**config.mk**
```make
export PLATFORM = sky130hd
export DESIGN_NAME = alu_share_ctrl
export DESIGN_NICKNAME = d
export VERILOG_FILES = /design/src/rtl/alu_share_ctrl_pkg.sv /design/src/rtl/alu_share_ctrl_rr_arbiter2.sv /design/src/rtl/alu_share_ctrl.sv
export SDC_FILE = /design/constraint.sdc
export NUM_CORES = 1
export LEC_CHECK = 0
export ABC_CLOCK_PERIOD_IN_PS = 2000
export CAP_MARGIN = 20
export CORE_ASPECT_RATIO = 0.7
export CORE_MARGIN = 2
export CORE_UTILIZATION = 43
export CTS_BUF_LIST = sky130_fd_sc_hd__clkbuf_8
export CTS_CLUSTER_SIZE = 10
export DETAILED_ROUTE_END_ITERATION = 10
export PLACE_DENSITY = 0.88
export SYNTH_ARGS = -nofsm -noshare
export SYNTH_HDL_FRONTEND = slang
export SYNTH_SLANG_ARGS = --single-unit
```
**constraint.sdc**
```tcl
create_clock -name clk -period 2 [get_ports clk]
set_input_delay 0.3 -clock clk [delete_from_list [all_inputs] [get_ports clk]]
set_output_delay 0.3 -clock clk [all_outputs]
set_load 0.05 [all_outputs]
```
**src/rtl/alu_share_ctrl_pkg.sv**
```systemverilog
// rtl/alu_share_ctrl_pkg.sv - shared constants, state type and flag helper for the ALU share controller
package alu_share_ctrl_pkg;

    localparam logic [3:0] CMD_MOV = 4'b0001;
    localparam logic [3:0] CMD_MVN = 4'b1001;
    localparam logic [3:0] CMD_ADD = 4'b0010;
    localparam logic [3:0] CMD_ADC = 4'b0011;
    localparam logic [3:0] CMD_SUB = 4'b0100;
    localparam logic [3:0] CMD_SBC = 4'b0101;
    localparam logic [3:0] CMD_AND = 4'b0110;
    localparam logic [3:0] CMD_ORR = 4'b0111;
    localparam logic [3:0] CMD_EOR = 4'b1000;

    // ALU status bit positions, order {N,Z,V,C}
    localparam int SB_N = 3;
    localparam int SB_Z = 2;
    localparam int SB_V = 1;
    localparam int SB_C = 0;

    // Architectural flag bit positions, order {N,Z,C,V}
    localparam int FL_N = 3;
    localparam int FL_Z = 2;
    localparam int FL_C = 1;
    localparam int FL_V = 0;

    typedef enum logic [1:0] {
        IDLE = 2'd0,
        EXEC = 2'd1,
        RESP = 2'd2
    } state_t;

    // The ALU and the flag register order V and C differently.
    function automatic logic [3:0] status_to_flags(input logic [3:0] st);
        logic [3:0] fl;
        fl        = 4'b0000;
        fl[FL_N]  = st[SB_N];
        fl[FL_Z]  = st[SB_Z];
        fl[FL_C]  = st[SB_C];
        fl[FL_V]  = st[SB_V];
        return fl;
    endfunction

endpackage

```
**src/rtl/alu_share_ctrl_rr_arbiter2.sv**
```systemverilog
// rtl/alu_share_ctrl_rr_arbiter2.sv - two-input round-robin grant with last_grant state
module rr_arbiter2 (
    input  logic       clk,
    input  logic       rst_n,
    input  logic [1:0] valid,
    input  logic       accept,
    output logic       grant
);

    logic last_grant;

    always_comb begin
        grant = 1'b0;
        if (valid == 2'b11) begin
            grant = ~last_grant;
        end else if (valid[1]) begin
            grant = 1'b1;
        end
    end

    // Resets to 1 so requester 0 wins the first contested round.
    always_ff @(posedge clk or negedge rst_n) begin
        if (!rst_n) begin
            last_grant <= 1'b1;
        end else if (accept) begin
            last_grant <= grant;
        end
    end

endmodule

```
**src/rtl/alu_share_ctrl.sv**
```systemverilog
// rtl/alu_share_ctrl.sv - sequencer/arbiter sharing one combinational ALU between two requesters
module alu_share_ctrl
    import alu_share_ctrl_pkg::*;
#(
    parameter int DATA_W = 32,
    parameter int CMD_W  = 4
) (
    input  logic                   clk,
    input  logic                   rst_n,
    input  logic [1:0]             req_valid,
    output logic [1:0]             req_ready,
    input  logic [1:0][CMD_W-1:0]  req_cmd,
    input  logic [1:0][DATA_W-1:0] req_a,
    input  logic [1:0][DATA_W-1:0] req_b,
    input  logic [1:0]             req_s,
    output logic [1:0]             rsp_valid,
    input  logic [1:0]             rsp_ready,
    output logic [DATA_W-1:0]      rsp_result,
    output logic [3:0]             rsp_status,
    output logic [DATA_W-1:0]      alu_in1,
    output logic [DATA_W-1:0]      alu_in2,
    output logic [DATA_W-1:0]      alu_c,
    output logic [CMD_W-1:0]       alu_cmd,
    input  logic [DATA_W-1:0]      alu_result,
    input  logic [3:0]             alu_status,
    output logic [3:0]             flags
);

    state_t            state;
    logic              grant;
    logic              accept;
    logic              owner;
    logic [CMD_W-1:0]  op_cmd;
    logic [DATA_W-1:0] op_a;
    logic [DATA_W-1:0] op_b;
    logic              op_s;

    rr_arbiter2 u_arb (
        .clk    (clk),
        .rst_n  (rst_n),
        .valid  (req_valid),
        .accept (accept),
        .grant  (grant)
    );

    // rst_n gate keeps ready low while reset is held with requests pending.
    always_comb begin
        req_ready = 2'b00;
        if ((state == IDLE) && rst_n) begin
            req_ready[grant] = req_valid[grant];
        end
    end

    assign accept = |req_ready;

    assign alu_in1 = op_a;
    assign alu_in2 = op_b;
    assign alu_cmd = op_cmd;
    assign alu_c   = {{(DATA_W-1){1'b0}}, flags[FL_C]};

    always_ff @(posedge clk or negedge rst_n) begin
        if (!rst_n) begin
            state      <= IDLE;
            owner      <= 1'b0;
            op_cmd     <= '0;
            op_a       <= '0;
            op_b       <= '0;
            op_s       <= 1'b0;
            rsp_valid  <= 2'b00;
            rsp_result <= '0;
            rsp_status <= 4'b0000;
            flags      <= 4'b0000;
        end else begin
            case (state)
                IDLE: begin
                    if (accept) begin
                        op_cmd <= req_cmd[grant];
                        op_a   <= req_a[grant];
                        op_b   <= req_b[grant];
                        op_s   <= req_s[grant];
                        owner  <= grant;
                        state  <= EXEC;
                    end
                end
                EXEC: begin
                    rsp_result <= alu_result;
                    rsp_status <= alu_status;
                    rsp_valid  <= {owner, ~owner};
                    if (op_s) begin
                        flags <= status_to_flags(alu_status);
                    end
                    state <= RESP;
                end
                RESP: begin
                    // Only the owner's rsp_ready can retire the response.
                    if (rsp_ready[owner]) begin
                        rsp_valid <= 2'b00;
                        state     <= IDLE;
                    end
                end
                default: begin
                    rsp_valid <= 2'b00;
                    state     <= IDLE;
                end
            endcase
        end
    end

endmodule

```
# Word-level counts from Yosys, hierarchy flattened
# Cells that the tools add are included.
op_classes:
  n_lt_le_gt_ge: 3
  eq_ne: 5
  mux: 21
  bitwise: 4
  n_reduce_logical: 8
op_table:
  columns: ["cell", "n"]
  rows:
  - ["$mux 32", 4]
  - ["$pmux 2 s3", 2]
  - ["$mux 1", 9]
  - ["$mux 4", 2]
  - ["$reduce_and 2->1", 4]
  - ["$mux 2", 3]
  - ["$eq 2x2->1 const B", 2]
  - ["$lt 1x2->1 const B", 2]
  - ["$ne 2x2->1 const B", 2]
  - ["$not 1->1", 3]
  - ["$and 2x2->2", 1]
  - ["$eq 2x1->1 const B", 1]
  - ["$logic_and 1x1->1", 2]
  - ["$logic_not 2->1", 1]
  - ["$reduce_or 2->1", 1]
  - ["$demux 1 s1", 1]
  - ["$ge 1x1->1 const B", 1]
totals:
  ff_bits: 115
  input_bits: 180
  output_inout_bits: 144

# Logic depth before layout (Yosys ltp)
depth:
  depth_word: 11
  depth_mapped: 6
  depth_no_buf: 3

# Cells and area by module
# Synthesis repeated with hierarchy kept, for this count alone.
hier_totals:
  hier_cells: 445
  area_unflattened_um2: 5441.5
modules_own_cells:
  columns: ["module", "instances", "cells_per_inst", "area_per_inst_um2", "seq_area_each_um2"]
  rows:
  - ["alu_share_ctrl", 1, 442, 5388.9, 2852.7]
  - ["rr_arbiter2", 1, 3, 52.6, 26.3]

# Worst setup path before layout
# OpenSTA, ideal clock, no wires.
synth_timing:
  path_type: "flip-flop to output port"
  start: "register u_arb.last_grant"
  end: "output req_ready[1]"
  arrival_ps: 1772
  required_ps: 1700
  slack_ps: -72
  stages_incl_launch_ff: 5
  cell_sequence: "dfstp_2 > a21bo_1 > buf_2 > buf_2 > nor4b_2"
synth_via:
  elab_chain_len: 8
synth_rtl:
  columns: ["element", "line", "source"]
  rows:
  - ["start, declared", "alu_share_ctrl_rr_arbiter2.sv:10", "logic last_grant;"]
  - ["start signal, assigned", "alu_share_ctrl_rr_arbiter2.sv:26", "last_grant <= grant;"]
  - ["$not 1->1 *", "alu_share_ctrl_rr_arbiter2.sv:15", "grant = ~last_grant;"]
  - ["$mux 1 *", "alu_share_ctrl_rr_arbiter2.sv:14", "if (valid == 2'b11) begin"]
  - ["$lt 1x2->1 (implied by the code) or $ge 1x1->1 (tied branches)", "alu_share_ctrl.sv:50", "req_ready[grant] = req_valid[grant];"]
  - ["$logic_and 1x1->1 (implied by the code)", "alu_share_ctrl.sv:50", null]
  - ["$mux 1 (implied by the code)", "alu_share_ctrl.sv:50", null]
  - ["$demux 1 s1", "alu_share_ctrl.sv:50", null]
  - ["$and 2x2->2 (no line) *", null, null]
  - ["$mux 2 *", "alu_share_ctrl.sv:49", "if ((state == IDLE) && rst_n) begin"]
  - ["end, declared", "alu_share_ctrl.sv:11", "output logic [1:0] req_ready,"]
# Every way passes the cells marked *; elsewhere a longest branch is shown, timed or not. The select of a mux whose other input is x is not followed.

# Final worst setup path
layout_timing:
  start: "register op_a[22], in the netlist alu_in1[22]"
  end: "output alu_in1[22]"
layout_rtl:
  columns: ["element", "line", "source"]
  rows:
  - ["start, declared", "alu_share_ctrl.sv:34", "logic [DATA_W-1:0] op_a;"]
  - ["start signal, assigned", "alu_share_ctrl.sv:78", "op_a <= req_a[grant];"]
  - ["end, declared", "alu_share_ctrl.sv:20", "output logic [DATA_W-1:0] alu_in1,"]
# No word-level cell between the ends.

==> impl_metrics.yaml <==
cts:
  clk_path_buf_depth: 2
  holdBufCountCts: 0
  cts-buffers-inserted: 17
  clk_pin_slew_ns: 0.07
  cts_tree: "done"
  clk-insertion-delay-late_ns: 0.41
  clock-sinks: 115
  clockRootBuffer: "clkbuf_8"
  htreeDepth: 4
synth:
  yosys_warnings: 0
  post-synth-top-area-fraction_pct: 49.7
  syn_inst: 468
  synthSimpleGateAreaFrac_pct: 8.32
  synth_compound_area_share_pct: 29.7
  synth_area_leaders: "dfrtp_1 50%, a2bb2oi_2 18%, o32ai_1 11%, nand2_1 7.1%, buf_4 4.3%"
  synth_top_family_by_area: "compound AO/OA/AOI/OAI gates"
  synth-seq-cells: 115
  ys_seq_area_share_pct: 50.1
  synth_area_leader_cell: "dfrtp_1"
  synth_xor_xnor_area_share_pct: 0
  synth_area_um2: 5740
  synth_area_per_cell_um2: 12.3
  synth.mux.area_fraction_pct: 1.13
  synth_fa_ha_area_share_pct: 0
  ys_types: 26
placed_design:
  post-dp-hpwl_um: 12600
  place.gp.congestion: 0.810
  io_buffers: 292
sta:
  timing_hold_violations_final: 0
  rsz0062_at_grt: "false"
  setup_viol: 0
  maxSlewHeadroom_pct: 56.7
  max_freq_mhz: 518
  fin_hold_ws_ns: 0.0204
  finalCritPeriodShare_pct: 96.6
  tightest_slew_ns: 0.650
  slew_violations: 0
  min_period_ns: 1.93
  finClkSkew_ns: 0.0174
finish:
  final_nets: 925
  postLayoutCoreUtil_pct: 68.6
  n_antenna_cell: 0
  syn2layout_area_growth_pct: 56.4
  layout-drive-gt1-share_pct: 16.8
route:
  drc: 0
  ant_nets: 0
  drt_iter0_drc: 234
  routed_wl_um: 17500
  viasPerCell: 5.33
  vias: 4916
  drt_first_pass_iters: 4
  wl_per_cell_um: 18.9
critical_path:
  critPathTopFamily: "buffers and inverters"
  r2r_cells: 5
  start_kind: "flip-flop"
  cp_data_arrival_time_ns: 1.63
  setup.worst_path.end_class: "output port"
  worstPathRequired_ns: 1.70
  critical_path_depth: 1
  cp_cell_sequence: "clkdlybuf4s50_1"
  path_max_fanout: 2
  cp_slowest_stage_delay_ns: 0.82
  slowest_stage: "clkdlybuf4s50_1"
  critPathKind: "reg -> out"
  path_buf_inv: 1
floorplanning:
  die_y_um: 101
  die_w_um: 142
  fp-row-count: 35
  coreArea_um2: 13100
  pin_count: 324
  start_util_pct: 43.9
  die_area_um2: 14300
grt:
  use_met1_pct: 28.3
  grt_use_met2_pct: 41.7
  grt_max_degree: 116
  gr-total-overflow: 0
  grtUsageTotal_pct: 23.7
  grt_antenna_before_repair: 0
  gr-max-usage-layer: "met2"
  grt_pass1_wl_um: 26200
  grt_util_met3_pct: 6.56
  grt_pass1_vias: 4933
power_and_ir_drop:
  p_per_area_nw_per_um2: 1740
  p_leak_nw: 3.62
  ir_worst_vdd_mv: 1.07
  finalPower_w: 0.0157
status:
  outcome: "finished, final reports clean"
job:
  drv_cap: 0
worst_hold_path:
  min_path_type: "in -> async"
cell type report:
cell class / instances / area [µm²]
fillers: 945 / 4120
multi-input cells: 301 / 2400
clock inverters: 12 / 92.6
clock buffers: 19 / 262
flip-flops and latches: 115 / 2880
repair buffers: 308 / 3120
well taps: 166 / 208
inverters: 2 / 7.51
placed cells by master (no fill, tap or decap), drive strengths merged, types with 3 or more instances in the layout:
master	synthesis	final
conb	1	31
inv	2	4
clkinv	0	5
nor2b	3	3
mux2	4	4
buf	73	19
clkdlybuf4s50	0	289
clkinvlp	0	4
a2bb2oi	69	69
dfrtp	114	114
o32ai	69	69
clkbuf	7	19
nand2	109	109
kinds of logic after synthesis:
| kind of cell | after synthesis |
|---|---|
| flops | 115 |
| mux | 6 |
| simple gates | 117 |
| other cells | 1 |
| buf+inv | 82 |
| compound gates | 147 |
through the flow:
stage | instance area (µm²) | cells | worst slack [ns] | setup TNS, ns
2_1_floorplan | 5860 | 498 | 0.148 | 0
3_3_place_gp | 8610 | 891 | 0.0662 | 0
3_5_place_dp | 8610 | 891 | -0.0233 | -0.0233
4_1_cts | 8980 | 923 | 0.0197 | 0
5_1_grt | 8980 | 923 | 0.00313 | 0
6_report | 8980 | 923 | 0.0681 | 0
worst register-to-register path, cell delays in order (launching register included):
cell and delay (ns):
dfrtp_1 0.50, nor3b_4 0.26, buf_4 0.16, o21a_4 0.31, buf_12 0.28, a2bb2oi_2 0.19
state kept, by name, indices dropped and copies added, names as in the netlist:
name and cells:
state 2, flags 4, alu_in2 32, rsp_status 4, u_arb.last_grant 1, op_s 1
alu_cmd 4, owner 1, alu_in1 32, rsp_result 32, rsp_valid 2
what timing repair did:
item | in CTS | in global routing
pin swaps | 1 | 0
endpoints found under the setup margin | 1 | 1
buffers inserted | 1 | 0
gates resized for setup | 1 | 1
path summary, 6_finish.rpt:
path / start / endpoint / slack (ns)
max in group asynchronous: rst_n / alu_in1[4] / 1.54
worst min-delay path: rst_n / alu_in2[13] / 0.02
worst max register to register: state[1] / alu_in1[0] / 0.22
worst min register to register: rsp_result[24] / rsp_result[24] / 0.47
min in group clk: alu_result[29] / rsp_result[29] / 0.41
worst max-delay path: alu_in1[22] / alu_in1[22] / 0.07
cell usage after synthesis:
cell	number
dfstp_2	1
nor2b_1	3
nor3b_2	2
a31oi_1	1
o21a_2	1
mux2_1	4
nand2b_1	1
o2bb2ai_1	2
a21bo_1	1
clkbuf_1	7
mux2i_1	2
a211oi_1	1
a21oi_1	2
nor2_1	1
buf_6	1
a2bb2oi_2	69
buf_4	33
buf_2	31
a21o_1	1
conb_1	1
inv_1	2
nand2_1	109
nor4b_2	1
buf_12	8
dfrtp_1	114
o32ai_1	69
layer usage:
layer  share of wire [%]  wire length [µm]
met1                  39              6880
met2                  51              8990
met3                 7.2              1260
met4                 2.0               358
met5                   0                 0
power by group:
group / internal, W / switching [W] / leakage (nW) / total (W)
combinational: 0.00358 / 0.00590 / 2.13 / 0.00948
sequential: 0.00343 / 0.000798 / 1.30 / 0.00423
clock: 0.00102 / 0.000930 / 0.182 / 0.00195
total: 0.00803 / 0.00763 / 3.62 / 0.0157
Note: power is estimated with default switching activity, not from simulation.
